===== config.mk =====
export PLATFORM = sky130hd
export DESIGN_NAME = ieee754_f2i
export DESIGN_NICKNAME = d
export VERILOG_FILES = /design/src/rtl/ieee754_pkg.sv /design/src/rtl/ieee754_unpack.sv /design/src/rtl/ieee754_f2i.sv
export SDC_FILE = /design/constraint.sdc
export NUM_CORES = 1
export LEC_CHECK = 0
export ABC_AREA = 1
export BUFFER_PORTS_ARGS = -buffer_cell sky130_fd_sc_hd__buf_2
export CORE_ASPECT_RATIO = 0.7
export CORE_MARGIN = 1
export CORE_UTILIZATION = 54
export CTS_BUF_LIST = sky130_fd_sc_hd__clkbuf_8
export DETAILED_ROUTE_END_ITERATION = 10
export PLACE_DENSITY = 0.77
export SLEW_MARGIN = 20
export SYNTH_ARGS = -nofsm -noshare
export SYNTH_HDL_FRONTEND = slang
export SYNTH_SLANG_ARGS = --single-unit

===== constraint.sdc =====
create_clock -name clk -period 2.1 [get_ports clk]
set_clock_uncertainty 0.15 [all_clocks]
set_input_delay 0.105 -clock clk [delete_from_list [all_inputs] [get_ports clk]]
set_output_delay 0.105 -clock clk [all_outputs]
set_load 0.02 [all_outputs]

===== src/rtl/ieee754_pkg.sv =====
// Shared IEEE 754 single-precision constants and the float-to-int FSM state type.
// Used by the unpack stage and the f2i converter; reusable by the adder/subtractor.
package ieee754_pkg;

  localparam int          EXP_BIAS     = 127;
  localparam logic [7:0]  EXP_SPECIAL  = 8'hFF;
  localparam int          MANT_W       = 23;
  localparam logic [31:0] INT32_MAX    = 32'h7FFF_FFFF;
  localparam logic [31:0] INT32_MIN    = 32'h8000_0000;
  // -2^31 is the only float at or beyond 2^31 in magnitude that still fits in int32
  localparam logic [31:0] F32_NEG_2P31 = 32'hCF00_0000;

  typedef enum logic [1:0] {IDLE, SHIFT, ROUND, DONE} f2i_state_t;

endpackage


===== src/rtl/ieee754_unpack.sv =====
// Splits a single-precision float into sign, exponent, {1,f} mantissa and class flags.
// Latency: combinational. Backpressure: none, pure function of the operand.
// The hidden bit is always set; callers handle zero/denormal via is_zero_or_denorm.
module ieee754_unpack
  import ieee754_pkg::*;
(
  input  logic [31:0]     a,
  output logic            sign,
  output logic [7:0]      exponent,
  output logic [MANT_W:0] mant,
  output logic            is_nan,
  output logic            is_inf,
  output logic            is_zero_or_denorm
);

  logic frac_nz;

  assign sign              = a[31];
  assign exponent          = a[30:23];
  assign mant              = {1'b1, a[MANT_W-1:0]};
  assign frac_nz           = |a[MANT_W-1:0];
  assign is_nan            = (exponent == EXP_SPECIAL) &&  frac_nz;
  assign is_inf            = (exponent == EXP_SPECIAL) && !frac_nz;
  assign is_zero_or_denorm = (exponent == 8'h00);

endmodule


===== src/rtl/ieee754_f2i.sv =====
// Float32 to int32 converter with a one-bit-per-cycle alignment shifter.
// Latency: out_valid n+2 edges counting the accept edge (n = |u-23|, 0 for special classes).
// Backpressure: single-entry; in_ready only in IDLE, result held until out_ready. Macro: F2I_ROUND_NEAREST_EN.
module ieee754_f2i
  import ieee754_pkg::*;
(
  input  logic        clk,
  input  logic        rst,
  input  logic        in_valid,
  output logic        in_ready,
  input  logic [31:0] a,
  output logic        out_valid,
  input  logic        out_ready,
  output logic [31:0] result,
  output logic        invalid,
  output logic        inexact
);

  f2i_state_t state, state_nxt;

  logic            sign;
  logic [7:0]      exponent;
  logic [MANT_W:0] mant;
  logic            is_nan, is_inf, is_zero_or_denorm;

  logic signed [8:0] u, u_off;
  logic [4:0]        shift_n;

  // Operand setup computed while IDLE, captured on the accept edge
  logic [31:0] ld_mag;
  logic        ld_guard, ld_sticky, ld_special, ld_sinv, ld_left;
  logic [31:0] ld_sres;
  logic [4:0]  ld_n;

  logic [31:0] mag, mag_rnd;
  logic        guard, sticky, sign_q, special, sinv, left;
  logic [31:0] sres;
  logic [4:0]  cnt;
  logic        rnd_inc;

  ieee754_unpack u_unpack (
    .a                 (a),
    .sign              (sign),
    .exponent          (exponent),
    .mant              (mant),
    .is_nan            (is_nan),
    .is_inf            (is_inf),
    .is_zero_or_denorm (is_zero_or_denorm)
  );

  assign u       = {1'b0, exponent} - 9'(EXP_BIAS);
  assign u_off   = u - 9'sd23;
  assign shift_n = u_off[8] ? 5'(-u_off) : 5'(u_off);

  always_comb begin
    ld_mag     = '0;
    ld_guard   = 1'b0;
    ld_sticky  = 1'b0;
    ld_special = 1'b0;
    ld_sinv    = 1'b0;
    ld_sres    = INT32_MAX;
    ld_left    = 1'b0;
    ld_n       = '0;
    if (is_nan) begin
      ld_special = 1'b1;
      ld_sinv    = 1'b1;
    end else if (is_inf) begin
      ld_special = 1'b1;
      ld_sinv    = 1'b1;
      ld_sres    = sign ? INT32_MIN : INT32_MAX;
    end else if (is_zero_or_denorm) begin
      ld_sticky  = |mant[MANT_W-1:0];
    end else if (u >= 9'sd31) begin
      ld_special = 1'b1;
      ld_sres    = sign ? INT32_MIN : INT32_MAX;
      ld_sinv    = (a != F32_NEG_2P31);
    end else if (u == -9'sd1) begin
      ld_guard   = 1'b1;
      ld_sticky  = |mant[MANT_W-1:0];
    end else if (u < -9'sd1) begin
      ld_sticky  = 1'b1;
    end else begin
      ld_mag     = {8'b0, mant};
      ld_left    = (u > 9'sd23);
      ld_n       = shift_n;
    end
  end

  always_ff @(posedge clk or posedge rst) begin
    if (rst) state <= IDLE;
    else     state <= state_nxt;
  end

  always_comb begin
    state_nxt = state;
    case (state)
      IDLE:    if (in_valid) state_nxt = (ld_n != 5'd0) ? SHIFT : ROUND;
      SHIFT:   if (cnt == 5'd1) state_nxt = ROUND;
      ROUND:   state_nxt = DONE;
      DONE:    if (out_ready) state_nxt = IDLE;
      default: state_nxt = IDLE;
    endcase
  end

  assign in_ready = (state == IDLE);

`ifdef F2I_ROUND_NEAREST_EN
  assign rnd_inc = guard & (sticky | mag[0]);
`else
  assign rnd_inc = 1'b0;
`endif
  // Cannot overflow: any rounded value has u <= 22, so mag < 2^23
  assign mag_rnd = mag + {31'b0, rnd_inc};

  always_ff @(posedge clk or posedge rst) begin
    if (rst) begin
      mag       <= '0;
      guard     <= 1'b0;
      sticky    <= 1'b0;
      sign_q    <= 1'b0;
      special   <= 1'b0;
      sinv      <= 1'b0;
      sres      <= '0;
      left      <= 1'b0;
      cnt       <= '0;
      result    <= '0;
      invalid   <= 1'b0;
      inexact   <= 1'b0;
      out_valid <= 1'b0;
    end else begin
      case (state)
        IDLE: if (in_valid) begin
          mag     <= ld_mag;
          guard   <= ld_guard;
          sticky  <= ld_sticky;
          sign_q  <= sign;
          special <= ld_special;
          sinv    <= ld_sinv;
          sres    <= ld_sres;
          left    <= ld_left;
          cnt     <= ld_n;
        end
        SHIFT: begin
          cnt <= cnt - 5'd1;
          if (left) begin
            mag <= mag << 1;
          end else begin
            sticky <= sticky | guard;
            guard  <= mag[0];
            mag    <= mag >> 1;
          end
        end
        ROUND: begin
          out_valid <= 1'b1;
          if (special) begin
            result  <= sres;
            invalid <= sinv;
            inexact <= 1'b0;
          end else begin
            result  <= sign_q ? -mag_rnd : mag_rnd;
            invalid <= 1'b0;
            inexact <= guard | sticky;
          end
        end
        DONE: if (out_ready) out_valid <= 1'b0;
        default: ;
      endcase
    end
  end

endmodule

==> impl_metrics.yaml, run 1 <==
clock_tree:
  cts_buffer_depth: 2
  cts_sinks: 82
  cts_buffers: 9
  cts-htree-levels: 3
  path_clk_slew_ns: 0.09
  cts_tree: "yes"
  clock-root-buffer: "clkbuf_8"
  worstSkewPairLatency_ns: 0.37
floorplanning:
  start_util_pct: 57.4
  rows: 29
  fp.dieH_um: 85.3
  ioPinCount: 72
  dieArea_sq_um: 10300
  fp.coreArea_sq_um: 9330
  die_w_um: 121
timing:
  relSlewSlack_pct: 48.3
  hold_viol_final: 0
  timing.final.crit_share_pct: 104
  setup_violations: 3
  min_period_ns: 2.17
  slew_violations: 0
  worst_slew_pin_slew_ns: 0.774
  rsz0062_at_grt: "yes"
  fmax_ghz: 0.460
  setup_ws_ns: -0.0742
  setup_tns_ns: -0.137
  hold_ws_ns: 0.186
finish:
  syn_to_final_growth_pct: 34.4
  seq_area_sq_um: 2050
  final_core_util_pct: 77.1
  stdcell_count: 1019
  fillers: 619
  final_common_cell: "nand2_1"
  final_nets: 936
  drive_gt1_share_pct: 28.5
  diodes: 0
  multi_input_area_sq_um: 3120
  final_cell_mix: "173 x nand2_1, 81 x dfrtp_1, 72 x buf_4, 71 x buf_2, 67 x inv_1"
grt:
  grt_usage_pct: 34.2
  top_usage_layer: "met2"
  overflow: 0
  grt_pass1_wl_um: 27600
  grt_max_degree: 41
  grtUsageMet1_pct: 49.4
  antenna_found_initial: 0
  grt_util_met3_pct: 7.86
  use_met2_pct: 50.7
  grt_pass1_vias: 5586
place:
  port_buffers: 71
  gp_congestion: 0.944
  hpwlAfterDp_um: 11600
  place_inst: 964
yosys:
  seq_area_frac_synth_pct: 38.4
  synth_nets: 774
  synth_edf_count: 0
  ys_ff_latch: 82
  synthArstFlopShare_pct: 100
  yosys.area.top_type_share_pct: 38.4
  yosys.area.top_type: "dfrtp_1"
  synth_flop_cell: "dfrtp_1"
  yosysWarnings: 0
  synth_cell_type_count: 44
  syn_avg_cell_area_sq_um: 7.35
  synth_cells: 728
  syn-cell-area_sq_um: 5350
  ys_top_cells_by_area: "dfrtp_1 38%, nand2_1 13%, nand3_1 5.4%"
detailed_routing:
  drt-total-wl_um: 18200
  drtIter0Drc: 815
  firstDrtPassIters: 6
  ant_nets: 0
  vias_per_cell: 6.14
  via_count: 6260
  drc: 0
  routedWlPerCell_um: 17.9
outcome:
  violations: "setup timing"
  status: "finished, violations left"
worst_setup_path:
  crit_fanout: 4
  reg2reg_depth: 14
  critical_path_required_ns: 2.24
  start_kind: "register"
  critPathKind: "register to register"
  arrival_ns: 2.31
  critPathCaptureType: "register"
pwr:
  power.density_nw_per_um2: 1420
  ir_drop_v: 0.000816
  p_leak_nw: 3.42
hold_path:
  hp-class: "primary input to asynchronous set/reset pin"
flow_run:
  maxCapViolations: 0
[sequential cells by signal, summed over array words and instances, names as in the netlist]
| signal | count |
|---|---|
| sticky | 1 |
| left | 1 |
| state | 2 |
| inexact | 1 |
| out_valid | 1 |
| sinv | 1 |
| special | 1 |
| sign_q | 1 |
| sres | 2 |
| mag | 32 |
| cnt | 5 |
| invalid | 1 |
| result | 32 |
| guard | 1 |
[cells in the mapped netlist, drive strengths merged, types with 5 or more instances]
cell	n
nand2	190
dfrtp	82
inv	77
nand3	62
nor2	59
o21ai	59
a21oi	37
o22ai	25
clkbuf	21
nor3	17
o211ai	17
xor2	12
ha	10
nand4	10
nor4	8
o311ai	8
a22oi	6
buf	6
a221oi	5
a31oi	5
[routing by layer]
layer / wire, um / up-vias
met2: 7890 / 482
li1: - / 2808
met5: 0 / -
met3: 2180 / 74
met4: 577 / 0
met1: 7570 / 2896
[where the power goes]
part           internal [W]  switching, W  leakage [nW]
registers           0.00226      0.000540          1.03
clock network      0.000670      0.000628         0.111
logic               0.00228       0.00383          2.28
[critical path, cell delays in order, from the launching register on]
cell	delay, ns
dfrtp_1	0.39
inv_2	0.12
ha_4	0.16
inv_2	0.04
nor3_2	0.12
buf_4	0.18
nand2_4	0.06
inv_4	0.06
nand2_4	0.05
nor4_4	0.21
buf_4	0.20
a31oi_4	0.08
nand2_1	0.09
nand2_1	0.05
o21bai_1	0.12
[logic make-up (layout without fill, tap and decap cells)]
group	after synthesis	count (layout)	share of synthesized area (%)
DFF	82	82	38.4
and+or+nand+nor	348	348	28.8
buffers and inverters	106	273	8.11
adders and majority gates	10	10	2.34
AOI/OAI and AO/OA	169	169	20.2
xor gates and xnor gates	13	13	2.13
[metrics by stage]
stage          cell area [sq um]  total power, W  setup slack (ns)
2_1_floorplan               5370         0.00617           0.00683
3_3_place_gp                6350         0.00785            -0.142
3_5_place_dp                6350         0.00804            -0.258
4_1_cts                     6960         0.00957           -0.0432
5_1_grt                     7190          0.0108            -0.122
6_report                    7190          0.0102           -0.0742
[cell type report]
type                            count  area share (%)
Sequential cell                    82            28.6
Clock buffer                        9            1.72
Clock inverter                      7            1.31
Tap cell                          124            2.16
Multi-Input combinational cell    540            43.4
Timing Repair Buffer              179            18.7
Inverter                           78            4.16
[path summary, 6_finish.rpt]
check | from | endpoint | slack, ns
min | rst | result[8] | 0.19
max | mag[0] | result[22] | -0.07
max in group asynchronous | rst | mag[5] | 0.91
max reg2reg | mag[0] | result[22] | -0.07
min reg2reg | invalid | invalid | 0.34
min in group clk | a[23] | cnt[0] | 0.22
[timing repair]
item | CTS | global route
pin swaps | 6 | 12
gates cloned | 0 | 1
endpoints found under the hold margin | 48 | 0
endpoints found under the setup margin | 16 | 42
hold buffers | 27 | 0
setup buffers | 4 | 7
gates resized for setup | 25 | 44
No activity file was read; power rests on OpenSTA's default activity.
==> run 2: changes to the inputs <==
--- a/config.mk
+++ b/config.mk
@@ -5,14 +5,13 @@
 export SDC_FILE = /design/constraint.sdc
 export NUM_CORES = 1
 export LEC_CHECK = 0
-export ABC_AREA = 1
 export BUFFER_PORTS_ARGS = -buffer_cell sky130_fd_sc_hd__buf_2
 export CORE_ASPECT_RATIO = 0.7
 export CORE_MARGIN = 1
-export CORE_UTILIZATION = 54
+export CORE_UTILIZATION = 55
 export CTS_BUF_LIST = sky130_fd_sc_hd__clkbuf_8
 export DETAILED_ROUTE_END_ITERATION = 10
-export PLACE_DENSITY = 0.77
+export PLACE_DENSITY = 0.78
 export SLEW_MARGIN = 20
 export SYNTH_ARGS = -nofsm -noshare
 export SYNTH_HDL_FRONTEND = slang
==> run 2 against run 1 <==
Effect of this change:
- routed wire length is 5.7% lower
- die area is 3.1% higher
- the run still ends with setup timing left
- worst hold slack got worse by 0.18 ns
- clock power decreased by 17%
- combinational power rose by 8.3%
- sequential cell count unchanged
==> impl_metrics.yaml, run 2 <==
outcome:
  status: "finished, violations left"
  violations: "setup timing"
place:
  port_buffers: 71
  gp_congestion: 0.978
  hpwlAfterDp_um: 12200
floorplanning:
  dieArea_sq_um: 10600
  ioPinCount: 72
  fp.coreArea_sq_um: 9800
  fp.dieH_um: 86.6
  rows: 30
  die_w_um: 123
  start_util_pct: 57.4
worst_setup_path:
  r2r_start: "mag[5]"
  critPathKind: "register to register"
  arrival_ns: 2.59
  start_kind: "register"
  rr_endpoint: "result[14]"
  crit_fanout: 3
  critPathCaptureType: "register"
  reg2reg_depth: 6
  reg2reg_slack_ns: -0.38
  crit_chain: "or4_4, or4_4, o41a_1, xor2_1, nor2_1, a21oi_1"
  cp_slowest_cell: "or4_4"
  critPathTopFamily: "simple AND/OR/NAND/NOR gates"
  critPathBufInv: 0
  path_common_cell: "or4_4"
  critical_path_required_ns: 2.21
  worst_path_largest_cell_delay_ns: 0.56
yosys:
  seq_area_frac_synth_pct: 36.5
  ys_ff_latch: 82
  yosys.area.top_type: "dfrtp_1"
  syn-cell-area_sq_um: 5620
  synthArstFlopShare_pct: 100
  yosys.area.top_type_share_pct: 36.5
  synth_most_common_cell: "dfrtp_1"
  synth_cell_type_count: 68
  yosysWarnings: 0
  synth_flop_cell: "dfrtp_1"
  synth_nets: 715
  ys_top_cells_by_area: "dfrtp_1 37%, a21oi_1 7.0%, o21ai_0 6.9%"
  synth_common_cells: "82 x dfrtp_1, 79 x a21oi_1, 78 x o21ai_0"
  syn_avg_cell_area_sq_um: 8.40
  synth_edf_count: 0
  synth_cells: 669
finish:
  drive_gt1_share_pct: 32.2
  fillers: 716
  final_nets: 862
  top_regs: "mag (32), result (32), cnt (5)"
  final_cell_mix: "86 x buf_4, 82 x dfrtp_1, 77 x a21oi_1, 71 x o21ai_0, 71 x buf_2"
  final_core_util_pct: 75.7
  final_common_cell: "buf_4"
  diodes: 0
  syn_to_final_growth_pct: 31.9
grt:
  overflow: 0
  grt_usage_pct: 32.4
  grt_max_degree: 69
  antenna_found_initial: 0
  grt_pass1_vias: 5128
  grt_pass1_wl_um: 26500
detailed_routing:
  met3_length_um: 1430
  ant_nets: 0
  drtIter0Drc: 602
  routedWlPerCell_um: 18.1
  via_count: 5743
  firstDrtPassIters: 5
  drc: 0
  dr_wl_met2_um: 7390
  drt-total-wl_um: 17200
  topRoutingLayerUsed: "met4"
  wirelength_met1_um: 8270
  vias_per_cell: 6.05
timing:
  hold_ws_ns: 0.00808
  relSlewSlack_pct: 55.8
  timing.final.crit_share_pct: 118
  min_period_ns: 2.48
  hold_viol_final: 0
  worst_slew_pin_slew_ns: 0.661
  rsz0062_at_grt: "yes"
  setup_violations: 23
  fmax_ghz: 0.403
  slew_violations: 0
  setup_ws_ns: -0.381
pwr:
  total_power_w: 0.0106
  ir_drop_v: 0.000752
  power.density_nw_per_um2: 1430
  p_leak_nw: 3.18
hold_path:
  worstHoldStart: "a[14]"
  hold_end: "mag[14]"
  hold_depth: 4
  hp-class: "primary input to register"
clock_tree:
  cts_sinks: 82
  worstSkewPairLatency_ns: 0.37
  clock-root-buffer: "clkbuf_8"
  cts-htree-levels: 3
  cts_buffers: 9
  path_clk_slew_ns: 0.09
  cts_tree: "yes"
  cts_buffer_depth: 2
flow_run:
  maxCapViolations: 0
[run 2: cell count changes after synthesis, sizes merged, moves of 19 or more]
cell    before  now
mux2         0   24
o21ai       59   79
clkbuf      21   40
nor2b        0   29
nand2      190   36
a21oi       37   79
nand3       62   15
o22ai       25    6
inv         77   24
[run 2: worst reg2reg max path: stages, from the launching register on]
cell,delay (ns)
dfrtp_1,0.39
or4_4,0.56
or4_4,0.45
o41a_1,0.42
xor2_1,0.17
nor2_1,0.15
a21oi_1,0.08
[run 2: cell type report]
class	instances	area [sq um]	share of cell area, %
Clock buffer	9	124	1.67
Tap cell	128	160	2.16
Multi-Input combinational cell	509	3530	47.6
Clock inverter	7	52.6	0.709
Inverter	24	93.8	1.27
Sequential cell	82	2050	27.7
Timing Repair Buffer	190	1410	19.0
[run 2: power by group]
group          switching (W)  internal [W]
Sequential          0.000595       0.00232
Clock               0.000643      0.000435
Combinational        0.00385       0.00277
[run 2: what timing repair did]
action                                 in CTS  in global routing
setup endpoints to repair                  24                 38
gates cloned                                0                  1
setup buffers                               1                  3
hold buffers                               19                  0
endpoints found under the hold margin      41                  0
resized for setup                          10                 38
pin swaps                                  11                 30
[run 2: logic make-up after synthesis]
group,count (synthesis),share of synthesized area (%)
xor gates and xnor gates,40,6.23
DFF,82,36.5
and+or+nand+nor,194,18.0
buffers and inverters,78,5.50
AOI/OAI and AO/OA,230,24.8
muxes,35,6.77
adders and majority gates,10,2.23
[run 2: routing by layer]
metal  vias to the layer above  GRT usage, %
met5                         -             0
met4                         0          4.77
met3                        13          6.71
met2                       261          46.8
met1                      2769          50.1
li1                       2700             -
[run 2: stage by stage]
step	instances	cell area, sq um	setup WS [ns]	TNS (ns)
floorplan	669	5690	-0.260	-2.03
global placement	909	6760	-0.224	-5.17
detailed placement	909	6760	-0.283	-8.45
CTS	945	7210	-0.294	-4.60
global route	949	7410	-0.431	-7.71
finish	949	7410	-0.381	-6.06
[run 2: worst max-delay path by stage]
stage	from	end	slack, ns	cells after the start
floorplan	mag[3]	result[14]	-0.26	6
global placement	mag[5]	result[22]	-0.22	8
detailed placement	mag[19]	result[28]	-0.28	7
CTS	mag[5]	result[14]	-0.29	6
global route	mag[5]	result[14]	-0.43	6
finish	mag[5]	result[14]	-0.38	6
